`src/rtl/serial_bit_feeder_if.sv`:
```
`default_nettype none
// ============================================================================
//  serial_bit_feeder_if : word handshake in, serial bit stream out
//  Revision 1.0
// ============================================================================
interface serial_bit_feeder_if #(
  parameter int WIDTH = 8
);
  logic [WIDTH-1:0] in_data;
  logic             in_valid;
  logic             in_ready;
  logic             sout;
  logic             sout_valid;
  logic             word_done;
  logic             busy;

  modport master (
    output in_data, in_valid,
    input  in_ready, sout, sout_valid, word_done, busy
  );

  modport slave (
    input  in_data, in_valid,
    output in_ready, sout, sout_valid, word_done, busy
  );
endinterface
`default_nettype wire

```
`src/rtl/serial_bit_feeder.sv`:
```
`default_nettype none
// ============================================================================
//  serial_bit_feeder : parallel words to one bit per clk, one-word hold buffer
//  Revision 1.0
// ============================================================================
module serial_bit_feeder #(
  parameter int WIDTH     = 8,
  parameter bit MSB_FIRST = 1'b1,
  parameter bit IDLE_BIT  = 1'b0
) (
  input  logic                clk,
  input  logic                rst,
  serial_bit_feeder_if.slave  bus
);

  localparam int            CW   = (WIDTH > 1) ? $clog2(WIDTH) : 1;
  localparam logic [CW-1:0] LAST = CW'(WIDTH - 1);

  typedef enum logic [0:0] {
    IDLE  = 1'b0,
    SHIFT = 1'b1
  } state_t;

  state_t           state;
  logic [WIDTH-1:0] shreg;
  logic [WIDTH-1:0] hold;
  logic [CW-1:0]    cnt;
  logic             hold_full;

  logic             accept;
  logic [WIDTH-1:0] shifted;

  assign accept  = bus.in_valid && !hold_full;
  assign shifted = MSB_FIRST ? {shreg[WIDTH-2:0], 1'b0} : {1'b0, shreg[WIDTH-1:1]};

  always_ff @(posedge clk or posedge rst) begin
    if (rst) begin
      state     <= IDLE;
      shreg     <= '0;
      hold      <= '0;
      cnt       <= '0;
      hold_full <= 1'b0;
    end else begin
      case (state)
        IDLE: begin
          if (accept) begin
            shreg <= bus.in_data;
            cnt   <= '0;
            state <= SHIFT;
          end
        end
        SHIFT: begin
          if (cnt != LAST) begin
            shreg <= shifted;
            cnt   <= cnt + 1'b1;
            if (accept) begin
              hold      <= bus.in_data;
              hold_full <= 1'b1;
            end
          end else begin
            // Last bit on the wire: chain the next word in without a gap.
            cnt <= '0;
            if (hold_full) begin
              shreg     <= hold;
              hold_full <= 1'b0;
            end else if (accept) begin
              shreg <= bus.in_data;
            end else begin
              state <= IDLE;
            end
          end
        end
        default: state <= IDLE;
      endcase
    end
  end

  assign bus.sout       = (state == SHIFT) ? (MSB_FIRST ? shreg[WIDTH-1] : shreg[0]) : IDLE_BIT;
  assign bus.sout_valid = (state == SHIFT);
  assign bus.word_done  = (state == SHIFT) && (cnt == LAST);
  assign bus.in_ready   = !hold_full;
  assign bus.busy       = (state == SHIFT) || hold_full;

endmodule
`default_nettype wire
```
`src/flat_wrapper.sv`:
```
// flat-port wrapper written by rule: the top's interface ports become plain ports
module serial_bit_feeder_flat 
#(
  parameter int WIDTH     = 8,
  parameter bit MSB_FIRST = 1'b1,
  parameter bit IDLE_BIT  = 1'b0
)
  (clk, rst, bus_in_data, bus_in_valid, bus_in_ready, bus_sout, bus_sout_valid, bus_word_done, bus_busy);
  serial_bit_feeder_if #(.WIDTH(WIDTH)) bus_i ();
  input  logic clk;
  input  logic rst;
  input wire logic [$bits(bus_i.in_data)-1:0] bus_in_data;
  input wire logic [$bits(bus_i.in_valid)-1:0] bus_in_valid;
  output wire logic [$bits(bus_i.in_ready)-1:0] bus_in_ready;
  output wire logic [$bits(bus_i.sout)-1:0] bus_sout;
  output wire logic [$bits(bus_i.sout_valid)-1:0] bus_sout_valid;
  output wire logic [$bits(bus_i.word_done)-1:0] bus_word_done;
  output wire logic [$bits(bus_i.busy)-1:0] bus_busy;
  assign bus_i.in_data = bus_in_data;
  assign bus_i.in_valid = bus_in_valid;
  assign bus_in_ready = bus_i.in_ready;
  assign bus_sout = bus_i.sout;
  assign bus_sout_valid = bus_i.sout_valid;
  assign bus_word_done = bus_i.word_done;
  assign bus_busy = bus_i.busy;
  serial_bit_feeder #(.WIDTH(WIDTH), .MSB_FIRST(MSB_FIRST), .IDLE_BIT(IDLE_BIT)) u_core (.clk(clk), .rst(rst), .bus(bus_i));
endmodule
```
`config.mk`:
```
export PLATFORM = sky130hd
export DESIGN_NAME = serial_bit_feeder_flat
export DESIGN_NICKNAME = d
export VERILOG_FILES = /design/src/rtl/serial_bit_feeder_if.sv /design/src/rtl/serial_bit_feeder.sv /design/src/flat_wrapper.sv
export SDC_FILE = /design/constraint.sdc
export NUM_CORES = 1
export LEC_CHECK = 0
export CORE_AREA = 5 5 60 62
export DETAILED_ROUTE_END_ITERATION = 6
export DIE_AREA = 0 0 65 67
export SLEW_MARGIN = 30
export SYNTH_ARGS = -nofsm -noshare
export SYNTH_HDL_FRONTEND = slang
export SYNTH_SLANG_ARGS = --single-unit
```
`constraint.sdc`:
```
create_clock -name clk -period 1.6 [get_ports clk]
set_input_delay 0.16 -clock clk [delete_from_list [all_inputs] [get_ports clk]]
set_output_delay 0.16 -clock clk [all_outputs]
set_load 0.005 [all_outputs]
```
==> run summary, run 1 <==
The number of antenna diodes in the final layout is 0. After detailed routing, the average wire length per cell comes to 17.6 µm. Walking the worst path, the cells encountered are ha_4 > ha_4 > nand2b_4 > nor2_4 > buf_6 > mux2_1. The initial standard-cell utilization of the core is 0.379, and the number of input and output port buffers inserted is 15.

Setup repair after global routing could not meet its margin everywhere. The type of the most critical hold path was input pin to asynchronous set/reset pin. The number of warning messages in the yosys log is 0, and the largest net degree at the start of global routing is 22. The final core utilization is 0.514, and the switching portion of total power is 0.375.

In this run the worst path has a maximum fanout of 4. The global-route total usage across every layer came out at 0.142. The total number of vias is 855, and the antenna violation net count after detailed routing is 0.

The first global-routing pass estimated 4590 µm of wire. The tools report the kind of launch point of the worst setup path as a register. The tools report the relative slew slack as 0.722. The fraction of the mapped netlist area in adder cells is 0.0333, and the maximum vdd ir drop is 782 µV.

The total overflow left after global routing is 0. In this run the power density over the cells is 1930 mW/mm². The period utilization is 0.981. TritonCTS built the clock tree.

The critical path data required time was 1.80 ns; the relative contribution of combinational cells to total power was 0.560. The pre-antenna-repair detailed-routing pass consisted of 4 iterations. The flow ran to the end, and the final reports show no timing, DRC or antenna violations. The setup TNS was 0 ns; the vertical extent of the die was 67 µm.

For this design the top-level I/O count stands at 16. The number of buffers on the longest clock path was 2; the count of max-cap constraint violations was 0. The logs give 0.738 nW for the static leakage and 0.00136 mm² for the instance area after placement.

Largest family of logic cells by synthesized area: multiplexers. The logs give 0.466 for the post-synthesis sequential area ratio and 0 for the max-slew violation total from the final report. The total area inside the core boundary comes to 0.00298 mm². The sequential share of power came out at 0.351.

The register bit total from synthesis is 21. The cell class contributing the biggest share of worst-path delay was flip-flops. The post-synthesis average cell area works out to 11.7 µm². The die area is 0.00436 mm².

Hold violation total from the final report: 0. Prior to clock tree synthesis, the placed netlist has a worst setup slack of -0.110 ns. After layout, the worst setup slack is 0.0311 ns. After floorplanning, the core was divided into 20 placement rows. The buffers plus inverters on the worst setup path was 1. Number of filler cells placed in the layout: 273.

The number of antenna violations at the first check in global routing was 0; the routability-driven placement congestion ratio was 0.702. The analysis attributes to net switching a power of 1.11 mW. The final net count was 142.

The clock reaches the later pin of the worst-skew pair after 0.31 ns. Fraction of final layout cells sized beyond drive strength 1: 0.346. STA classifies the critical path endpoint as a register.

In the synthesized netlist, the number of instances is 96. The tightest hold path in the finished design has a slack of 0.169 ns. The post-synthesis share of cell area spent on xor and xnor gates is 0. The die is 65 µm wide.

The slowest stage of the critical path is the sky130_fd_sc_hd__dfrtp_1 cell. The number of nets handed over by synthesis was 110. The via count of the first global-routing pass was 947.

The total setup violations reported at the end of the flow was 0. The tools report the number of levels in the clock H-tree as 1. The number of placed instances with taps included is 149, and the area fraction in compound gates after synthesis is 0.156. Cell internal power was estimated by the tool at 1.84 mW. The basic-gate share of the synthesized area counting and, or, nand and nor cells was 0.0954.

The routed design has 2810 µm of wire. At the pin with the least slew margin, the transition time is 0.417 ns. The data arrival time of the worst path was 1.77 ns.

The clock root buffer master was sky130_fd_sc_hd__clkbuf_4. The worst path needs 1.57 ns of the cycle, external delays included. The kind of critical path is register to register. Clock tree synthesis found a total of 21 sinks. Once detailed placement completed, the half-perimeter wirelength came to 1790 µm. The area share of the leading cell type in the synthesized netlist works out to 0.466. Of all cell types, the one taking the most synthesized area is sky130_fd_sc_hd__dfrtp_1. Clock-pin slew was measured on the worst setup and hold paths at 0.12 ns. The run gives 637 MHz as the highest attainable clock frequency. Buffers inserted during clock tree synthesis total 3. The post-route cell area was 0.00153 mm². Clock group share of total power: 0.089. The portion of netlist area occupied by mux cells works out to 0.204.

After detailed routing, the number of vias per cell comes to 5.34. By area the synthesized netlist is led by sky130_fd_sc_hd__dfrtp_1, sky130_fd_sc_hd__mux2i_1, sky130_fd_sc_hd__mux2_1, sky130_fd_sc_hd__a221oi_2, sky130_fd_sc_hd__o22ai_1. The non-filler instance count after layout is 160. The overall power is 2.95 mW. In this run the register-to-register setup slack is 0.03 ns. The netlist uses 27 different library cells.

The synthesized area was 0.00113 mm². In this design, the stage delay of the slowest critical-path cell is 0.43 ns. The worst clock skew on the final layout was 0.00668 ns; the DRC marker count from the first detailed-route iteration was 28. By instance count, the cell type seen most on the critical path is sky130_fd_sc_hd__ha_4. In the routed design, unresolved DRC markers number 0. The area growth from synthesis to layout is 35.8%. The post-cts hold buffer count came out at 0.
-- sequential cells by signal, summed over array words and instances (netlist names) --
| signal | count |
|---|---|
| u_core.hold_full | 1 |
| u_core.bus.sout_valid | 1 |
| u_core.shreg | 8 |
| u_core.cnt | 3 |
| u_core.hold | 8 |
-- layout by cell type (no fill, tap or decap) --
cell	count
sky130_fd_sc_hd__nand2b_2	1
sky130_fd_sc_hd__buf_6	3
sky130_fd_sc_hd__nor2_4	1
sky130_fd_sc_hd__and2_4	1
sky130_fd_sc_hd__o21ai_0	3
sky130_fd_sc_hd__nand3_2	1
sky130_fd_sc_hd__dlymetal6s2s_1	1
sky130_fd_sc_hd__o21ai_1	4
sky130_fd_sc_hd__and2_1	1
sky130_fd_sc_hd__and2b_1	1
sky130_fd_sc_hd__nand3b_1	1
sky130_fd_sc_hd__nand3_1	1
sky130_fd_sc_hd__mux2i_1	14
sky130_fd_sc_hd__o22ai_1	7
sky130_fd_sc_hd__a221oi_2	6
sky130_fd_sc_hd__dfrtp_2	2
sky130_fd_sc_hd__inv_2	1
sky130_fd_sc_hd__clkbuf_1	1
sky130_fd_sc_hd__dlygate4sd2_1	1
sky130_fd_sc_hd__mux2_4	6
sky130_fd_sc_hd__nand2b_4	2
sky130_fd_sc_hd__buf_2	1
sky130_fd_sc_hd__inv_1	5
sky130_fd_sc_hd__nor2_1	1
sky130_fd_sc_hd__a2bb2oi_1	1
sky130_fd_sc_hd__clkbuf_4	3
sky130_fd_sc_hd__clkdlybuf4s50_1	12
sky130_fd_sc_hd__a21oi_1	1
sky130_fd_sc_hd__and3_1	1
sky130_fd_sc_hd__mux2_1	2
sky130_fd_sc_hd__buf_4	13
sky130_fd_sc_hd__nand2_1	6
sky130_fd_sc_hd__ha_4	3
sky130_fd_sc_hd__dfrtp_1	19
-- what timing repair did --
item,in CTS,in global routing
buffers inserted,5,2
pin swaps,3,2
endpoints found under the setup margin,19,15
resized for setup,20,8
-- cells in the mapped netlist (all sizes together) --
cell type and number:
nand2b 3, and2b 1, buf 3, mux2i 14, mux2 8, inv 6
and2 2, a221oi 6, a21oi 1, nand3 2, nand3b 1, nand2 6
o22ai 7, dfrtp 21, a2bb2oi 1, ha 3, nor2 2, clkbuf 1
and3 1, o21ai 7
-- layout make-up --
class / instances / area, µm² / area share
Clock buffer: 4 / 26.3 / 0.0172
Inverter: 6 / 22.5 / 0.0147
Tap cell: 33 / 41.3 / 0.0270
Sequential cell: 21 / 528 / 0.345
Timing Repair Buffer: 31 / 278 / 0.181
Multi-Input combinational cell: 65 / 636 / 0.415
-- worst paths after layout --
check                                            from                              end  cells after the start
setup / recovery            u_core.cnt[0]$_DFFE_PP0P_       u_core.hold[4]$_DFFE_PP0P_                      6
hold / removal                                    rst       u_core.hold[6]$_DFFE_PP0P_                      3
setup reg to reg            u_core.cnt[0]$_DFFE_PP0P_       u_core.hold[4]$_DFFE_PP0P_                      6
hold reg to reg            u_core.hold[6]$_DFFE_PP0P_       u_core.hold[6]$_DFFE_PP0P_                      1
max in group asynchronous                         rst  u_core.bus.sout_valid$_DFF_PP0_                      3
min in group clk                       bus_in_data[6]       u_core.hold[6]$_DFFE_PP0P_                      2
-- kinds of logic after synthesis --
family	Yosys count
AO/OA/AOI/OAI	22
multiplexers	22
flip-flops	21
AND/OR/NAND/NOR	18
buffers and inverters	10
adder cells (fa/ha/maj)	3
-- worst reg2reg max path, cell delays in order, from the launching register on --
cell and delay (ns):
sky130_fd_sc_hd__dfrtp_1 0.43, sky130_fd_sc_hd__ha_4 0.19, sky130_fd_sc_hd__ha_4 0.15, sky130_fd_sc_hd__nand2b_4 0.14, sky130_fd_sc_hd__nor2_4 0.10, sky130_fd_sc_hd__buf_6 0.13
sky130_fd_sc_hd__mux2_1 0.31
-- per-layer routing --
metal  vias to the layer above  share of wire  GRT usage  wire length, µm
li1                        418              -          -                -
met1                       415           0.45      0.174             1260
met2                        18           0.50      0.234             1400
met3                         4          0.033     0.0354               94
met4                         0          0.017     0.0660               49
met5                         -              0          0                0
-- power groups by stage --
stage          logic, mW  clock network [mW]  registers [mW]
2_1_floorplan      0.918                   0           0.952
3_3_place_gp        1.26                   0            1.02
3_5_place_dp        1.30                   0            1.03
4_1_cts             1.52               0.276            1.02
5_1_grt             1.84               0.300            1.07
6_report            1.65               0.262            1.03
Power figures use the tool's default switching activity.
==> inputs of run 2 (changes only) <==
--- a/config.mk
+++ b/config.mk
@@ -8,6 +8,7 @@
 export CORE_AREA = 5 5 60 62
 export DETAILED_ROUTE_END_ITERATION = 6
 export DIE_AREA = 0 0 65 67
+export DONT_BUFFER_PORTS = 1
 export SLEW_MARGIN = 30
 export SYNTH_ARGS = -nofsm -noshare
 export SYNTH_HDL_FRONTEND = slang
==> run summary, run 2 (synthesis gave the netlist of run 1 again) <==
The worst setup path is of the register to register kind. Sort of element at the end of the critical path: a register. The run gives 0 as the total setup violations reported at the end of the flow. Number of input and output port buffers inserted: 0. The first TritonRoute pass finished after 4 iterations.

The total power per unit cell area came out at 1900 mW/mm². The multi-input combinational cells in the finished layout cover a total of 594 µm². Relative to the synthesized area, the layout overhead comes to 24.8%. The tools report the overall power as 2.67 mW.

Counting tap cells, the placed design contains a total of 135 instances. The min-delay analysis places its worst path in the category input pin to register. The fraction of final layout cells sized beyond drive strength 1 is 0.291.

The first global-routing pass estimated 4330 µm of wire. For the number of levels in the clock H-tree, the log shows 1. The relative slew slack was 0.753.

The via count of the first global-routing pass was 894. The tools report the global-route total usage across every layer as 0.132. The clock latency reported for the late side of the worst-skew pair was 0.30 ns. The critical path's slowest cell was sky130_fd_sc_hd__dfrtp_1. The tool flagged a number of max-cap violations equal to 0. In the layout the commonest cells are sky130_fd_sc_hd__dfrtp_1, sky130_fd_sc_hd__mux2i_1, sky130_fd_sc_hd__dlygate4sd3_1, sky130_fd_sc_hd__buf_4, sky130_fd_sc_hd__mux2_4.

Dividing the detail-routed wire length by the instance count gives 18.1 µm. The hold violation total from the final report came out at 0. The run gives 132 as the final net count. Across the VDD grid, the largest voltage drop is 862 µV. Pin placement for this block handled 16 I/O pins. The flow ran to the end, and the final reports show no timing, DRC or antenna violations.

The number of buffers on the longest clock path was 2. The logs give 632 MHz for the highest attainable clock frequency and 0 ns for the setup TNS. The cell class contributing the biggest share of worst-path delay was flip-flops. The delay contributed by the slowest stage of the critical path is 0.40 ns, and the non-filler instance count after layout is 150. The period utilization is 0.989. The logs give 0 for the antenna diode instance count and 0 for the antenna violation net count after detailed routing. Walking the worst path, the cells encountered are ha_2 > ha_1 > nand2b_4 > nor2_4 > buf_12 > mux2_4.

The logs give 287 for the number of filler cells placed in the layout and 0.379 for the initial standard-cell utilization of the core. Number of antenna violations at the first check in global routing: 0. The critical path data required time came out at 1.80 ns. Summed over all layers, the routed wires come to 2720 µm.

Routability-driven placement finished with a final weighted congestion of 0.698. The first routing iteration left 32 violations. The floorplan step defined a die boundary enclosing 0.00436 mm². For this design the static power due to leakage is 0.692 nW. The sequential cells in the finished layout cover a total of 527 µm². The most common library cell in the layout ignoring fill and taps is sky130_fd_sc_hd__dfrtp_1. The max-slew violation total from the final report came out at 0. Setup repair after global routing could not meet its margin everywhere. At the pin with the least slew margin, the transition time is 0.370 ns. The wire-length estimate of the detail-placed layout is 1820 µm. The worst clock skew on the final layout came out at 0.000683 ns. The data arrival time of the worst path came out at 1.78 ns. The routed via count divided by cell count came out at 5.67. The worst setup path is launched from a register. The floorplan has 20 rows. The clock input transition at the sequential cells of the worst setup and hold paths is 0.11 ns, and the total clock buffers created by CTS is 3.

The largest registers in the layout are u_core.hold: 8 flops, u_core.shreg: 8 flops, u_core.cnt: 3 flops. For this run, design rule violations remaining after detail routing come to 0. For this block, the via count after detailed routing is 850. From bottom edge to top edge, the die measures 67 µm. The tools report the overall overflow remaining after global route as 0.

Clock period minus worst slack: 1.58 ns. For the number of sinks handled by clock tree synthesis, the log shows 21. Clock root buffer master: sky130_fd_sc_hd__clkbuf_4. The final core utilization came out at 0.472. Measured along the x axis, the die boundary spans 65 µm. TritonCTS built the clock tree.

The largest net degree at the start of global routing was 22; the largest fanout on the critical path was 8. The core region is 0.00298 mm². The buffers plus inverters on the worst setup path came out at 1.
-- run 2: area by class of cell --
type | count | share of cell area
Clock buffer | 4 | 0.0187
Multi-Input combinational cell | 65 | 0.423
Tap cell | 33 | 0.0294
Inverter | 6 | 0.0160
Sequential cell | 21 | 0.375
Timing Repair Buffer | 21 | 0.139
-- run 2: per-layer routing --
layer  GRT usage  wire length, µm  up-vias
li1            -                -      398
met1       0.162             1190      424
met2       0.221             1330       24
met3      0.0354              172        4
met4      0.0475               21        0
met5           0                0        -
-- run 2: power breakdown --
part	switching (mW)	total, mW	internal (mW)
combinational	0.626	1.39	0.765
sequential	0.218	1.03	0.809
clock	0.159	0.256	0.0971
total	1.00	2.67	1.67
-- run 2: timing repair --
item                                    CTS  global route
endpoints found under the setup margin   10            16
setup buffers                             1             0
hold buffers                             10             0
gates cloned                              0             0
hold endpoints to repair                 30             0
resized for setup                         4             8
pin swaps                                 2             2
-- run 2: per-stage QoR --
stage | instance area [µm²] | hold WS [ns] | worst slack (ns)
6_report | 1410 | 0.0961 | 0.0181
3_5_place_dp | 1220 | 0.106 | -0.107
3_3_place_gp | 1220 | 0.105 | -0.0568
5_1_grt | 1410 | 0.0797 | -0.0488
4_1_cts | 1380 | 0.0825 | -0.0239
2_1_floorplan | 1130 | 0.137 | 0.0160
-- run 2: worst paths after layout --
| path | end | depth (start not counted) | start | slack [ns] |
|---|---|---|---|---|
| worst max-delay path | u_core.hold[5]$_DFFE_PP0P_ | 6 | u_core.cnt[0]$_DFFE_PP0P_ | 0.02 |
| worst min-delay path | u_core.shreg[6]$_DFF_PP0_ | 2 | bus_in_valid | 0.1 |
| worst max register to register | u_core.hold[5]$_DFFE_PP0P_ | 6 | u_core.cnt[0]$_DFFE_PP0P_ | 0.02 |
| worst min register to register | u_core.hold[7]$_DFFE_PP0P_ | 1 | u_core.hold[7]$_DFFE_PP0P_ | 0.53 |
| max in group asynchronous | u_core.bus.sout_valid$_DFF_PP0_ | 3 | rst | 1.04 |
| min in group asynchronous | u_core.shreg[2]$_DFF_PP0_ | 3 | rst | 0.32 |
-- run 2: worst reg2reg max path, cell delays in order (launching register included) --
cell	delay [ns]
sky130_fd_sc_hd__dfrtp_1	0.40
sky130_fd_sc_hd__ha_2	0.20
sky130_fd_sc_hd__ha_1	0.18
sky130_fd_sc_hd__nand2b_4	0.15
sky130_fd_sc_hd__nor2_4	0.10
sky130_fd_sc_hd__buf_12	0.14
sky130_fd_sc_hd__mux2_4	0.31
==> inputs of run 3 (changes only) <==
--- a/config.mk
+++ b/config.mk
@@ -9,6 +9,7 @@
 export DETAILED_ROUTE_END_ITERATION = 6
 export DIE_AREA = 0 0 65 67
 export DONT_BUFFER_PORTS = 1
+export HOLD_SLACK_MARGIN = 0.1
 export SLEW_MARGIN = 30
 export SYNTH_ARGS = -nofsm -noshare
 export SYNTH_HDL_FRONTEND = slang
==> run summary, run 3 (synthesis gave the netlist of run 1 again) <==
The run finished with clean final reports. For this design the ratio of total power to cell area is 1890 mW/mm². The tools report the count of pins on the block boundary as 16. Post-synthesis to final-layout area growth: 25.6%. The period utilization is 0.989.

The run gives 0 as the max-slew violation total from the final report. Leaving out fill and tap cells, the most frequent cell in the layout is sky130_fd_sc_hd__dfrtp_1. The largest registers in the layout are u_core.hold: 8 flops, u_core.shreg: 8 flops, u_core.cnt: 3 flops. The number of levels in the clock H-tree came out at 1.

The fraction of final layout cells sized beyond drive strength 1 was 0.288. The cell sitting at the root of the clock tree is a sky130_fd_sc_hd__clkbuf_4. The cell class contributing the biggest share of worst-path delay was adder cells.

The delay contributed by the slowest stage of the critical path was 0.40 ns. Static timing analysis puts the maximum clock frequency at 632 MHz. 0 antenna diodes ended up in the layout.

After detailed routing, the number of vias per cell comes to 5.67. The core area is 0.00298 mm², and the final net count is 133. The signal on the critical path passes through ha_2 > ha_1 > buf_4 > and2_1. During placement, the flow inserted port buffers numbering 0.

The pre-antenna-repair detailed-routing pass consisted of 4 iterations. The setup TNS came out at 0 ns. The worst setup path is launched from a register. Summed over all nets, the half-perimeter wirelength after detailed placement is 1820 µm. Setup repair after global routing could not meet its margin everywhere. The tool flagged a number of max-cap violations equal to 0. The logs give 1.44 ns for the critical path data required time and 2.67 mW for the overall power. In the routed design, unresolved DRC markers number 0. The static leakage is 0.697 nW, and the slew at the pin closest to its max-slew limit is 0.366 ns. The logs give 0.00436 mm² for the die area and 3 for the total clock buffers created by CTS. The global-route wire length before repair came out at 4330 µm.

The worst setup path is captured at an output port. Counting tap cells, the placed design contains a total of 135 instances. On the critical path, the stage with the largest delay is an instance of sky130_fd_sc_hd__dfrtp_1. For this run the aggregate overflow at the end of global routing stands at 0.

The vertical extent of the die was 67 µm. The buffers plus inverters on the worst setup path is 1. The later pin in the worst-skew pair is clocked with a latency of 0.30 ns. The run gives 0 as the number of antenna violations at the first check in global routing.

In this run the horizontal extent of the chip is 65 µm. STA puts the critical path data arrival time at 1.42 ns. The critical path is of the register to output port type.

Entering global routing, the biggest net connects 22 pins. The routed layout has 856 vias. The tree built by TritonCTS fans out to 21 sinks.

In this run the deepest clock path goes through 2 buffers. In this run, the number of DRC markers left after iteration 0 of detailed routing was 27. Counting I/O delays and the setup requirement, the final critical path takes 1.58 ns. TritonCTS built the clock tree. The logs give 0.000678 ns for the worst clock skew on the final layout and 906 for the via count of the first global-routing pass. The tools report the count of standard-cell rows as 20. The initial standard-cell utilization of the core was 0.379; the non-filler instance count after layout was 151. The tools report the relative slew slack as 0.756.

Of all nets on the critical path, the largest fanout is 4. In the layout the commonest cells are sky130_fd_sc_hd__dfrtp_1, sky130_fd_sc_hd__mux2i_1, sky130_fd_sc_hd__dlygate4sd3_1, sky130_fd_sc_hd__buf_4, sky130_fd_sc_hd__mux2_4. Setup violations remaining at the end of the flow were counted as 0. The final routed wire length divided by cell count is 18.1 µm, and the antenna violation net count after detailed routing is 0. The run gives 0 as the hold violation total from the final report.

Clock input transition at the sequential cells of the worst setup and hold paths: 0.12 ns. After detailed routing, the total wire length is 2730 µm. Type of the most critical hold path: input pin to register.

The worst-case IR drop observed on VDD is 858 µV. The global-route total usage across every layer came out at 0.132. At the end of routability-driven placement, the weighted congestion stood at 0.698.
-- run 3: cell count changes in the layout (fill, tap and decap cells not counted) --
cell	before	now
sky130_fd_sc_hd__dlygate4sd3_1	10	11
-- run 3: path summary, 6_finish.rpt --
check / startpoint / depth (start not counted) / slack [ns] / end
hold / removal: bus_in_valid / 2 / 0.11 / u_core.shreg[7]$_DFF_PP0_
min in group asynchronous: rst / 3 / 0.32 / u_core.shreg[2]$_DFF_PP0_
setup / recovery: u_core.cnt[0]$_DFFE_PP0P_ / 4 / 0.02 / bus_word_done
hold reg to reg: u_core.hold[7]$_DFFE_PP0P_ / 1 / 0.53 / u_core.hold[7]$_DFFE_PP0P_
max in group asynchronous: rst / 3 / 1.04 / u_core.bus.sout_valid$_DFF_PP0_
setup reg to reg: u_core.cnt[0]$_DFFE_PP0P_ / 6 / 0.02 / u_core.hold[5]$_DFFE_PP0P_
-- run 3: stage by stage --
step / hold slack [ns] / utilization / setup WS (ns) / area, µm²
2_1_floorplan: 0.137 / - / 0.0160 / 1130
3_3_place_gp: 0.105 / 0.408 / -0.0568 / 1220
3_5_place_dp: 0.106 / 0.408 / -0.107 / 1220
4_1_cts: 0.101 / 0.463 / -0.0239 / 1380
5_1_grt: 0.100 / 0.476 / -0.0488 / 1420
6_report: 0.106 / 0.476 / 0.0170 / 1420
-- run 3: routing by layer --
layer  routed length [µm]  track usage
met5                    0            0
met4                   17       0.0475
met1                 1150        0.161
met2                 1370        0.226
met3                  196       0.0304
-- run 3: final cells by class --
cell class	instances	area (µm²)
clock buffers	4	26.3
fillers	286	1560
inverters	6	22.5
multi-input cells	65	594
flip-flops and latches	21	527
well taps	33	41.3
repair buffers	22	205
-- run 3: power breakdown --
part | internal, mW | total (mW) | switching (mW)
combinational | 0.767 | 1.39 | 0.621
sequential | 0.809 | 1.02 | 0.215
clock | 0.0972 | 0.258 | 0.161
total | 1.67 | 2.67 | 0.997
-- run 3: repair_timing --
item | CTS | global route
gates resized for setup | 4 | 8
gates cloned | 0 | 0
setup buffers | 1 | 0
endpoints found under the setup margin | 10 | 16
hold buffers | 10 | 1
pin swaps | 2 | 2
hold endpoints to repair | 34 | 1
